### src/rtl/decode_stage.sv
// Multi-lane RV32 decode stage: per-lane combinational decode feeding a group-wide
// output register backed by a one-entry skid buffer, with flush and illegal detection.
module decode_stage #(
   parameter int unsigned LANES = 2,
   parameter int unsigned XLEN  = 32
) (
   input  logic                   clk,
   input  logic                   reset,
   input  logic                   flush,
   input  logic                   in_valid,
   output logic                   in_ready,
   input  logic [LANES-1:0]       in_lane_mask,
   input  logic [32*LANES-1:0]    in_instr,
   output logic                   out_valid,
   input  logic                   out_ready,
   output logic [LANES-1:0]       out_lane_valid,
   output logic [7*LANES-1:0]     out_opcode,
   output logic [5*LANES-1:0]     out_rd,
   output logic [5*LANES-1:0]     out_rs1,
   output logic [5*LANES-1:0]     out_rs2,
   output logic [3*LANES-1:0]     out_func3,
   output logic [XLEN*LANES-1:0]  out_imm,
   output logic [LANES-1:0]       out_loadstore,
   output logic [LANES-1:0]       out_alusrc,
   output logic [LANES-1:0]       out_regwrite,
   output logic [LANES-1:0]       out_bms,
   output logic [LANES-1:0]       out_illegal,
   output logic [4*LANES-1:0]     out_aluctrl
);

   localparam logic [3:0] AluNone = 4'b0000;
   localparam logic [3:0] AluOr   = 4'b0001;
   localparam logic [3:0] AluAdd  = 4'b0010;
   localparam logic [3:0] AluXor  = 4'b0011;
   localparam logic [3:0] AluSra  = 4'b1011;

   localparam logic [6:0] OpReg   = 7'b0110011;
   localparam logic [6:0] OpImm   = 7'b0010011;
   localparam logic [6:0] OpLoad  = 7'b0000011;
   localparam logic [6:0] OpStore = 7'b0100011;
   localparam logic [6:0] OpLui   = 7'b0110111;

   typedef struct packed {
      logic            vld;
      logic [6:0]      opcode;
      logic [4:0]      rd;
      logic [4:0]      rs1;
      logic [4:0]      rs2;
      logic [2:0]      func3;
      logic [XLEN-1:0] imm;
      logic            loadstore;
      logic            alusrc;
      logic            regwrite;
      logic            bms;
      logic            illegal;
      logic [3:0]      aluctrl;
   } lane_t;

   function automatic lane_t decode_lane(input logic present, input logic [31:0] ins);
      lane_t d;
      d = '0;
      if (present) begin
         d.vld    = 1'b1;
         d.opcode = ins[6:0];
         d.rd     = ins[11:7];
         d.func3  = ins[14:12];
         d.rs1    = ins[19:15];
         d.rs2    = ins[24:20];
         case (ins[6:0])
            OpReg: begin
               if (ins[31:25] == 7'b0000000 && ins[14:12] == 3'b000) begin
                  d.aluctrl  = AluAdd;
                  d.regwrite = 1'b1;
               end else if (ins[31:25] == 7'b0000000 && ins[14:12] == 3'b100) begin
                  d.aluctrl  = AluXor;
                  d.regwrite = 1'b1;
               end else begin
                  d.illegal = 1'b1;
               end
            end
            OpImm: begin
               case (ins[14:12])
                  3'b000: begin
                     d.aluctrl = AluAdd;
                     d.imm     = XLEN'($signed(ins[31:20]));
                  end
                  3'b110: begin
                     d.aluctrl = AluOr;
                     d.imm     = XLEN'($signed(ins[31:20]));
                  end
                  3'b101: begin
                     if (ins[31:25] == 7'b0100000) begin
                        d.aluctrl = AluSra;
                        d.imm     = XLEN'(ins[24:20]);
                     end else begin
                        d.illegal = 1'b1;
                     end
                  end
                  default: d.illegal = 1'b1;
               endcase
               d.alusrc   = !d.illegal;
               d.regwrite = !d.illegal;
            end
            OpLoad, OpStore: begin
               if (ins[14:12] == 3'b000 || ins[14:12] == 3'b010) begin
                  d.loadstore = 1'b1;
                  d.alusrc    = 1'b1;
                  d.aluctrl   = AluAdd;
                  // Byte access selected straight from this instruction's func3
                  d.bms       = (ins[14:12] == 3'b000);
                  d.regwrite  = (ins[6:0] == OpLoad);
                  d.imm       = (ins[6:0] == OpLoad) ? XLEN'($signed(ins[31:20]))
                                                     : XLEN'($signed({ins[31:25], ins[11:7]}));
               end else begin
                  d.illegal = 1'b1;
               end
            end
            OpLui: begin
               d.imm      = XLEN'({ins[31:12], 12'b0});
               d.alusrc   = 1'b1;
               d.regwrite = 1'b1;
               d.aluctrl  = AluNone;
            end
            default: d.illegal = (ins != 32'h0000_0000);
         endcase
      end
      return d;
   endfunction

   lane_t [LANES-1:0] dec;
   lane_t [LANES-1:0] out_q, out_d;
   lane_t [LANES-1:0] skid_q, skid_d;
   logic              out_valid_q, out_valid_d;
   logic              skid_full_q, skid_full_d;
   logic              in_ready_q;
   logic              accept, out_free;

   always_comb begin
      for (int i = 0; i < LANES; i++) begin
         dec[i] = decode_lane(in_lane_mask[i], in_instr[32*i +: 32]);
      end
   end

   assign accept   = in_valid & in_ready_q;
   assign out_free = !out_valid_q | out_ready;

   always_comb begin
      out_d       = out_q;
      skid_d      = skid_q;
      out_valid_d = out_valid_q;
      skid_full_d = skid_full_q;
      if (out_free) begin
         if (skid_full_q) begin
            out_d       = skid_q;
            out_valid_d = 1'b1;
            skid_full_d = 1'b0;
         end else if (accept) begin
            out_d       = dec;
            out_valid_d = 1'b1;
         end else begin
            out_valid_d = 1'b0;
         end
      end else if (accept) begin
         skid_d      = dec;
         skid_full_d = 1'b1;
      end
      if (flush) begin
         out_d       = '0;
         skid_d      = '0;
         out_valid_d = 1'b0;
         skid_full_d = 1'b0;
      end
   end

   always_ff @(posedge clk) begin
      if (reset) begin
         out_q       <= '0;
         skid_q      <= '0;
         out_valid_q <= 1'b0;
         skid_full_q <= 1'b0;
         in_ready_q  <= 1'b0;
      end else begin
         out_q       <= out_d;
         skid_q      <= skid_d;
         out_valid_q <= out_valid_d;
         skid_full_q <= skid_full_d;
         in_ready_q  <= !skid_full_d;
      end
   end

   assign in_ready  = in_ready_q;
   assign out_valid = out_valid_q;

   for (genvar g = 0; g < LANES; g++) begin : g_out
      assign out_lane_valid[g]         = out_q[g].vld;
      assign out_opcode[7*g +: 7]      = out_q[g].opcode;
      assign out_rd[5*g +: 5]          = out_q[g].rd;
      assign out_rs1[5*g +: 5]         = out_q[g].rs1;
      assign out_rs2[5*g +: 5]         = out_q[g].rs2;
      assign out_func3[3*g +: 3]       = out_q[g].func3;
      assign out_imm[XLEN*g +: XLEN]   = out_q[g].imm;
      assign out_loadstore[g]          = out_q[g].loadstore;
      assign out_alusrc[g]             = out_q[g].alusrc;
      assign out_regwrite[g]           = out_q[g].regwrite;
      assign out_bms[g]                = out_q[g].bms;
      assign out_illegal[g]            = out_q[g].illegal;
      assign out_aluctrl[4*g +: 4]     = out_q[g].aluctrl;
   end

endmodule

### config.mk
export PLATFORM = sky130hd
export DESIGN_NAME = decode_stage
export DESIGN_NICKNAME = d
export VERILOG_FILES = /design/src/rtl/decode_stage.sv
export SDC_FILE = /design/constraint.sdc
export NUM_CORES = 1
export LEC_CHECK = 0
export CAP_MARGIN = 20
export CORE_MARGIN = 2
export CORE_UTILIZATION = 55
export CTS_BUF_LIST = sky130_fd_sc_hd__clkbuf_4 sky130_fd_sc_hd__clkbuf_8
export DETAILED_ROUTE_END_ITERATION = 10
export GPL_TIMING_DRIVEN = 0
export PLACE_DENSITY_LB_ADDON = 0.3
export SETUP_SLACK_MARGIN = 0.02
export SYNTH_ARGS = -nofsm -noshare
export SYNTH_HDL_FRONTEND = slang
export SYNTH_SLANG_ARGS = --single-unit
### constraint.sdc
create_clock -name clk -period 3 [get_ports clk]
set_input_delay 0.6 -clock clk [delete_from_list [all_inputs] [get_ports clk]]
set_output_delay 0.6 -clock clk [all_outputs]
set_load 0.02 [all_outputs]
# == Word level (Yosys, flattened, before mapping) ==
# Index checks and enable logic that the tools add are counted.
# totals
regBits,271
in_bits,71
out_inout_bits,136
word_cells,161
# op_classes
n_eq_ne,20
muxes,59
n_bitwise,3
n_reduce_logical,24
# ops
operator,count
two-way mux 134 bit,2
case mux 32 bit (3 select lines),2
two-way mux 67 bit,2
case mux 32 bit (2 select lines),2
two-way mux 36 bit,2
nonzero test 32 bit,2
== test 7 x 6 -> 1 bit (second input constant),8
case mux 4 bit (3 select lines),4
two-way mux 1 bit,25
two-way mux 5 bit,4
== test 3 bit (second input constant),6
case mux 1 bit (4 select lines),4
== test 7 x 2 -> 1 bit (second input constant),2
== test 7 x 5 -> 1 bit (second input constant),2
logical NOT 7 bit,2
two-way mux 2 bit,6
OR reduction 2 bit,5
two-way mux 4 bit,2
== test 3 x 2 -> 1 bit (second input constant),2
logical NOT 3 bit,2
case mux 1 bit (3 select lines),2
logical AND 1 bit,4
logical NOT 1 bit,4
case mux 1 bit (2 select lines),2
other kinds (6),8

# == Depth between registers and ports, before layout ==
# logic_depth
word_depth,10
ltp_mapped,8
ltp_nobuf,5

# == Worst setup path after synthesis ==
# Ideal clock, no wire load.
# synth_path
kind,input to register
from,input port in_instr[63]
to,register skid_q[76] (netlist bit)
setup_ns,0.058
arrival_ns,2.557
required_ns,2.942
slack_ns,0.384
stages,6
path_buffers,1
path_cell_list,or4_1 > buf_2 > or4_4 > a211oi_4 > and3_4 > a221o_2
# synth_via
elab_chain_cells,5
# synth_lines
element,line_no,source
start: declaration,13,"input logic [32*LANES-1:0] in_instr,"
== test 7 x 6 -> 1 bit,92,if (ins[31:25] == 7'b0100000) begin
two-way mux 5 bit,92,
case mux 32 bit (2 select lines),82,case (ins[14:12])
case mux 32 bit (3 select lines),69,case (ins[6:0])
two-way mux 67 bit,62,if (present) begin
end signal: assignment,184,skid_q <= skid_d;
end: declaration,132,"lane_t [LANES-1:0] skid_q, skid_d;"
# Every way passes these cells.
# A chain may end at the register's enable or synchronous reset.

# == Final worst setup path ==
# layout_path
from,input port in_valid
to,register out_q (netlist bit out_imm[23])
# layout_via
elab_chain_cells,3
# layout_lines
element,line_no,source
start: declaration,10,"input logic in_valid,"
bitwise AND 1 bit,144,assign accept = in_valid & in_ready_q;
nonzero test 2 bit (no line),n/a,
AND reduction 2 bit (no line),n/a,
end signal: assignment,183,out_q <= out_d;
end: declaration,131,"lane_t [LANES-1:0] out_q, out_d;"
# Every way passes these cells.

==> flow_metrics.tcl <==
set metrics [dict create \
    wirelength_um 45620 \
    gp_routability_congestion 0.9721 \
    post_dp_cell_area_um2 14190 \
    floorplan.io_pins 207 \
    layout_min_cycle_time_ns 2.950 \
    layout.cell_area.non_filler_um2 15130 \
    clk-insertion-delay-late_ns 0.56 \
    worst_setup_hold_path_clk_slew_ns 0.06 \
    power_report.internal_total_w 0.005675 \
    via_count 13380 \
    yosys_most_used_dff "sky130_fd_sc_hd__dfxtp_1" \
    root_buffer "sky130_fd_sc_hd__clkbuf_8" \
    drive_gt1_share_pct 7.155 \
    core_area_um2 21090 \
    final_nets 1793 \
    rr_startpoint "skid_full_q" \
    yosys_warnings 0 \
    timing.hold.ws_ns 0.4518 \
    regToRegEndpoint "out_imm[23]" \
    slew_headroom_pct 25.19 \
    clock_tree.buffer_depth 3 \
    post_synth_top_area_share_pct 45.13 \
    drtIter0Drc 1811 \
    max_freq_ghz 0.3390 \
    startpoint "in_valid" \
    power_density_nw_per_um2 509.6 \
    combinationalPowerShare_pct 11.2 \
    reg2reg_setup_slack_ns 0.17 \
    ys_seq_elements 267 \
    end_kind "flip-flop" \
    grt_first_pass_wirelength_um 69400 \
    power.clock.fraction_pct 41.6 \
    avgViaCountPerCell 6.619 \
    share_seq_of_total_power_pct 47.1 \
    timing.critical_path.from_type "input port" \
    max_cap_viol_count 0 \
    globalRoute.totalOverflow 0 \
    netlist-cell-type-count 77 \
    period_share_pct 98.34 \
    netSwitchingFraction_pct 26.42 \
    initial_utilization_pct 56.16 \
    synth_cells 1472 \
    crit_required_ns 3.40 \
    hold_viol_final 0 \
    post_synth_main_area_contributors "sky130_fd_sc_hd__dfxtp_1 (45%), sky130_fd_sc_hd__a21oi_1 (5.8%), sky130_fd_sc_hd__o21ai_0 (4.9%), sky130_fd_sc_hd__nand3_1 (4.5%), sky130_fd_sc_hd__nand2_1 (4.5%)" \
    tritoncts "built" \
    htree_levels 2 \
    timing_worst_slew_pin_value_ns 1.118 \
    die_height_um 150.7 \
    worstSetupEndpoint "out_imm[23]" \
    path_class "input port to flip-flop" \
    fin_util_pct 71.76 \
    syn-mean-instance-area_um2 8.046 \
    die-area_um2 22720 \
    vdd.ir_drop.worst_mv 0.3438 \
    seqCellArea_um2 5345 \
    async_reset_ff_share_pct 0 \
    n_fill_cell 1744 \
    first_global_vias 12600 \
    hpwlAfterDp_um 32600 \
    seq_area_frac_synth_pct 45.13 \
    timing.critical_path.fanout_max 10 \
    timing.critical_path.arrival_ns 3.35 \
    power_leakage_nw 5.026 \
    hold_path.class "flip-flop to flip-flop" \
    netSwitchingPower_w 0.002038 \
    antenna_found_initial 0 \
    finalMaxSlewViolations 0 \
    layout_commonest_cell "sky130_fd_sc_hd__dfxtp_1" \
    drtPass1Iterations 6 \
    setup-violations-final 0 \
    drc 0 \
    floorplan.rows 53 \
    area_taken_by_multi_input_logic_gates_um2 5894 \
    layout-area-overhead-vs-synth_pct 27.77 \
    worst-r2r-cell-count 8 \
    port_buffers 200 \
    commonest_cells_after_routing_fill_and_taps_aside "sky130_fd_sc_hd__dfxtp_1 (267), sky130_fd_sc_hd__clkdlybuf4s50_1 (200), sky130_fd_sc_hd__nand2_1 (141)" \
    grt_use_total_pct 39.37 \
    unrepaired_setup_endpoints_after_global_routing "no" \
    run_status "finished clean" \
    antenna_nets_post_route 0 \
    number_of_enable_flip_flop_cells_after_synthesis 0 \
    syn-cell-area_um2 11840 \
    overall_power_of_the_completed_layout_w 0.007712 \
    n_antenna_cell 0 \
    cts_inserted_buffers 43 \
    clock_sink_count 267 \
    avgRoutedWirePerCell_um 22.56 \
    die_width_um 150.7 \
    synthDominantAreaCellType "sky130_fd_sc_hd__dfxtp_1" \
    maximum_number_of_pins_on_one_net_before_global_route_repair 11 \
    timing.clock.skew_ns 0.02381 \
]
-- flip-flops by register name, summed over array words and instances (netlist names), 2 cells and up --
signal	flops
out_aluctrl	6
out_alusrc	2
out_bms	2
out_func3	6
out_illegal	2
out_imm	64
out_lane_valid	2
out_loadstore	2
out_opcode	14
out_rd	10
out_regwrite	2
out_rs1	10
out_rs2	10
skid_q	132
-- cell type report --
class	instances	area share, %
Multi-Input combinational cell	1047	38.95
Sequential cell	267	35.32
Timing Repair Buffer	204	13.51
Clock buffer	68	5.564
Buffer	155	4.217
Tap cell	275	2.274
Inverter	4	0.09921
Clock inverter	2	0.06614
-- cells by family after synthesis --
family | after synthesis | synth area share (%)
AND/OR/NAND/NOR | 573 | 23.91
AO/OA/AOI/OAI | 470 | 25.36
flip-flops | 267 | 45.13
buffers and inverters | 159 | 5.398
XOR/XNOR | 1 | 0.07396
multiplexers | 1 | 0.09507
other | 1 | 0.03166
-- power groups by stage --
stage | registers, W | logic (W) | clock network, W
after global routing | 0.00364 | 0.000911 | 0.00335
after floorplan | 0.00377 | 0.000353 | 0
after global placement | 0.00371 | 0.000823 | 0
after detailed placement | 0.00371 | 0.000831 | 0
after CTS | 0.00363 | 0.000838 | 0.00319
final | 0.00364 | 0.000867 | 0.00321
-- worst min path at each step --
| stage | start | to | slack (ns) | cells past startpoint |
|---|---|---|---|---|
| after floorplan | skid_q[77] | skid_q[77] | 0.42 | 2 |
| after global placement | skid_q[12] | skid_q[12] | 0.43 | 2 |
| after detailed placement | skid_q[79] | skid_q[79] | 0.43 | 2 |
| after CTS | in_instr[44] | skid_q[87] | 0.44 | 4 |
| after global routing | skid_q[77] | skid_q[77] | 0.47 | 2 |
| final | skid_q[79] | skid_q[79] | 0.45 | 2 |
-- what timing repair did --
item	CTS	global route
resized for setup	4	23
pin swaps	0	2
setup endpoints to repair	100	113
hold buffers	0	0
setup buffers	0	4
-- metrics by stage --
step / setup WS [ns] / instances / TNS [ns]
finish: 0.04974 / 2022 / 0
global route: 0.02042 / 2022 / 0
CTS: 0.03581 / 2018 / 0
detailed placement: -0.8207 / 1948 / -102.14
global placement: -0.8034 / 1948 / -97.80
floorplan: 0.3844 / 1473 / 0
-- layer usage --
| layer | wire (um) | track usage [%] |
|---|---|---|
| met5 | 0 | 0 |
| met4 | 2381 | 19.95 |
| met3 | 5939 | 8.727 |
| met2 | 19890 | 59.41 |
| met1 | 17410 | 53.06 |
-- cell usage after synthesis (3+ instances only) --
cell	count
sky130_fd_sc_hd__dfxtp_1	267
sky130_fd_sc_hd__nand2_1	141
sky130_fd_sc_hd__clkbuf_1	138
sky130_fd_sc_hd__a21oi_1	137
sky130_fd_sc_hd__o21ai_0	115
sky130_fd_sc_hd__nand3_1	107
sky130_fd_sc_hd__nor2_1	101
sky130_fd_sc_hd__nor3_1	70
sky130_fd_sc_hd__and3_1	61
sky130_fd_sc_hd__a211oi_1	56
sky130_fd_sc_hd__a221oi_1	38
sky130_fd_sc_hd__a31oi_1	38
sky130_fd_sc_hd__nand4_1	16
sky130_fd_sc_hd__nor4_1	16
sky130_fd_sc_hd__o211ai_1	13
sky130_fd_sc_hd__or3_1	12
sky130_fd_sc_hd__a22oi_1	8
sky130_fd_sc_hd__a32oi_1	7
sky130_fd_sc_hd__nor2b_1	6
sky130_fd_sc_hd__o2111ai_1	6
sky130_fd_sc_hd__and2_1	5
sky130_fd_sc_hd__buf_1	5
sky130_fd_sc_hd__buf_2	5
sky130_fd_sc_hd__buf_4	5
sky130_fd_sc_hd__nand2b_1	5
sky130_fd_sc_hd__or2_2	5
sky130_fd_sc_hd__a311oi_1	4
sky130_fd_sc_hd__inv_1	4
sky130_fd_sc_hd__or4_1	4
sky130_fd_sc_hd__a21boi_0	3
sky130_fd_sc_hd__a221o_1	3
sky130_fd_sc_hd__a221o_2	3
sky130_fd_sc_hd__a22o_1	3
sky130_fd_sc_hd__a41o_1	3
sky130_fd_sc_hd__and3_2	3
sky130_fd_sc_hd__o21bai_1	3
sky130_fd_sc_hd__o311ai_0	3
sky130_fd_sc_hd__o41ai_1	3
-- critical path, cell delays in order --
cell	delay [ns]
sky130_fd_sc_hd__clkdlybuf4s50_1	0.57
sky130_fd_sc_hd__a21oi_1	0.19
sky130_fd_sc_hd__nand2b_1	0.27
sky130_fd_sc_hd__nor2_1	0.87
sky130_fd_sc_hd__and2_1	0.24
sky130_fd_sc_hd__buf_2	0.23
sky130_fd_sc_hd__buf_2	0.26
sky130_fd_sc_hd__a221oi_1	0.11
Power figures use the tool's default switching activity.
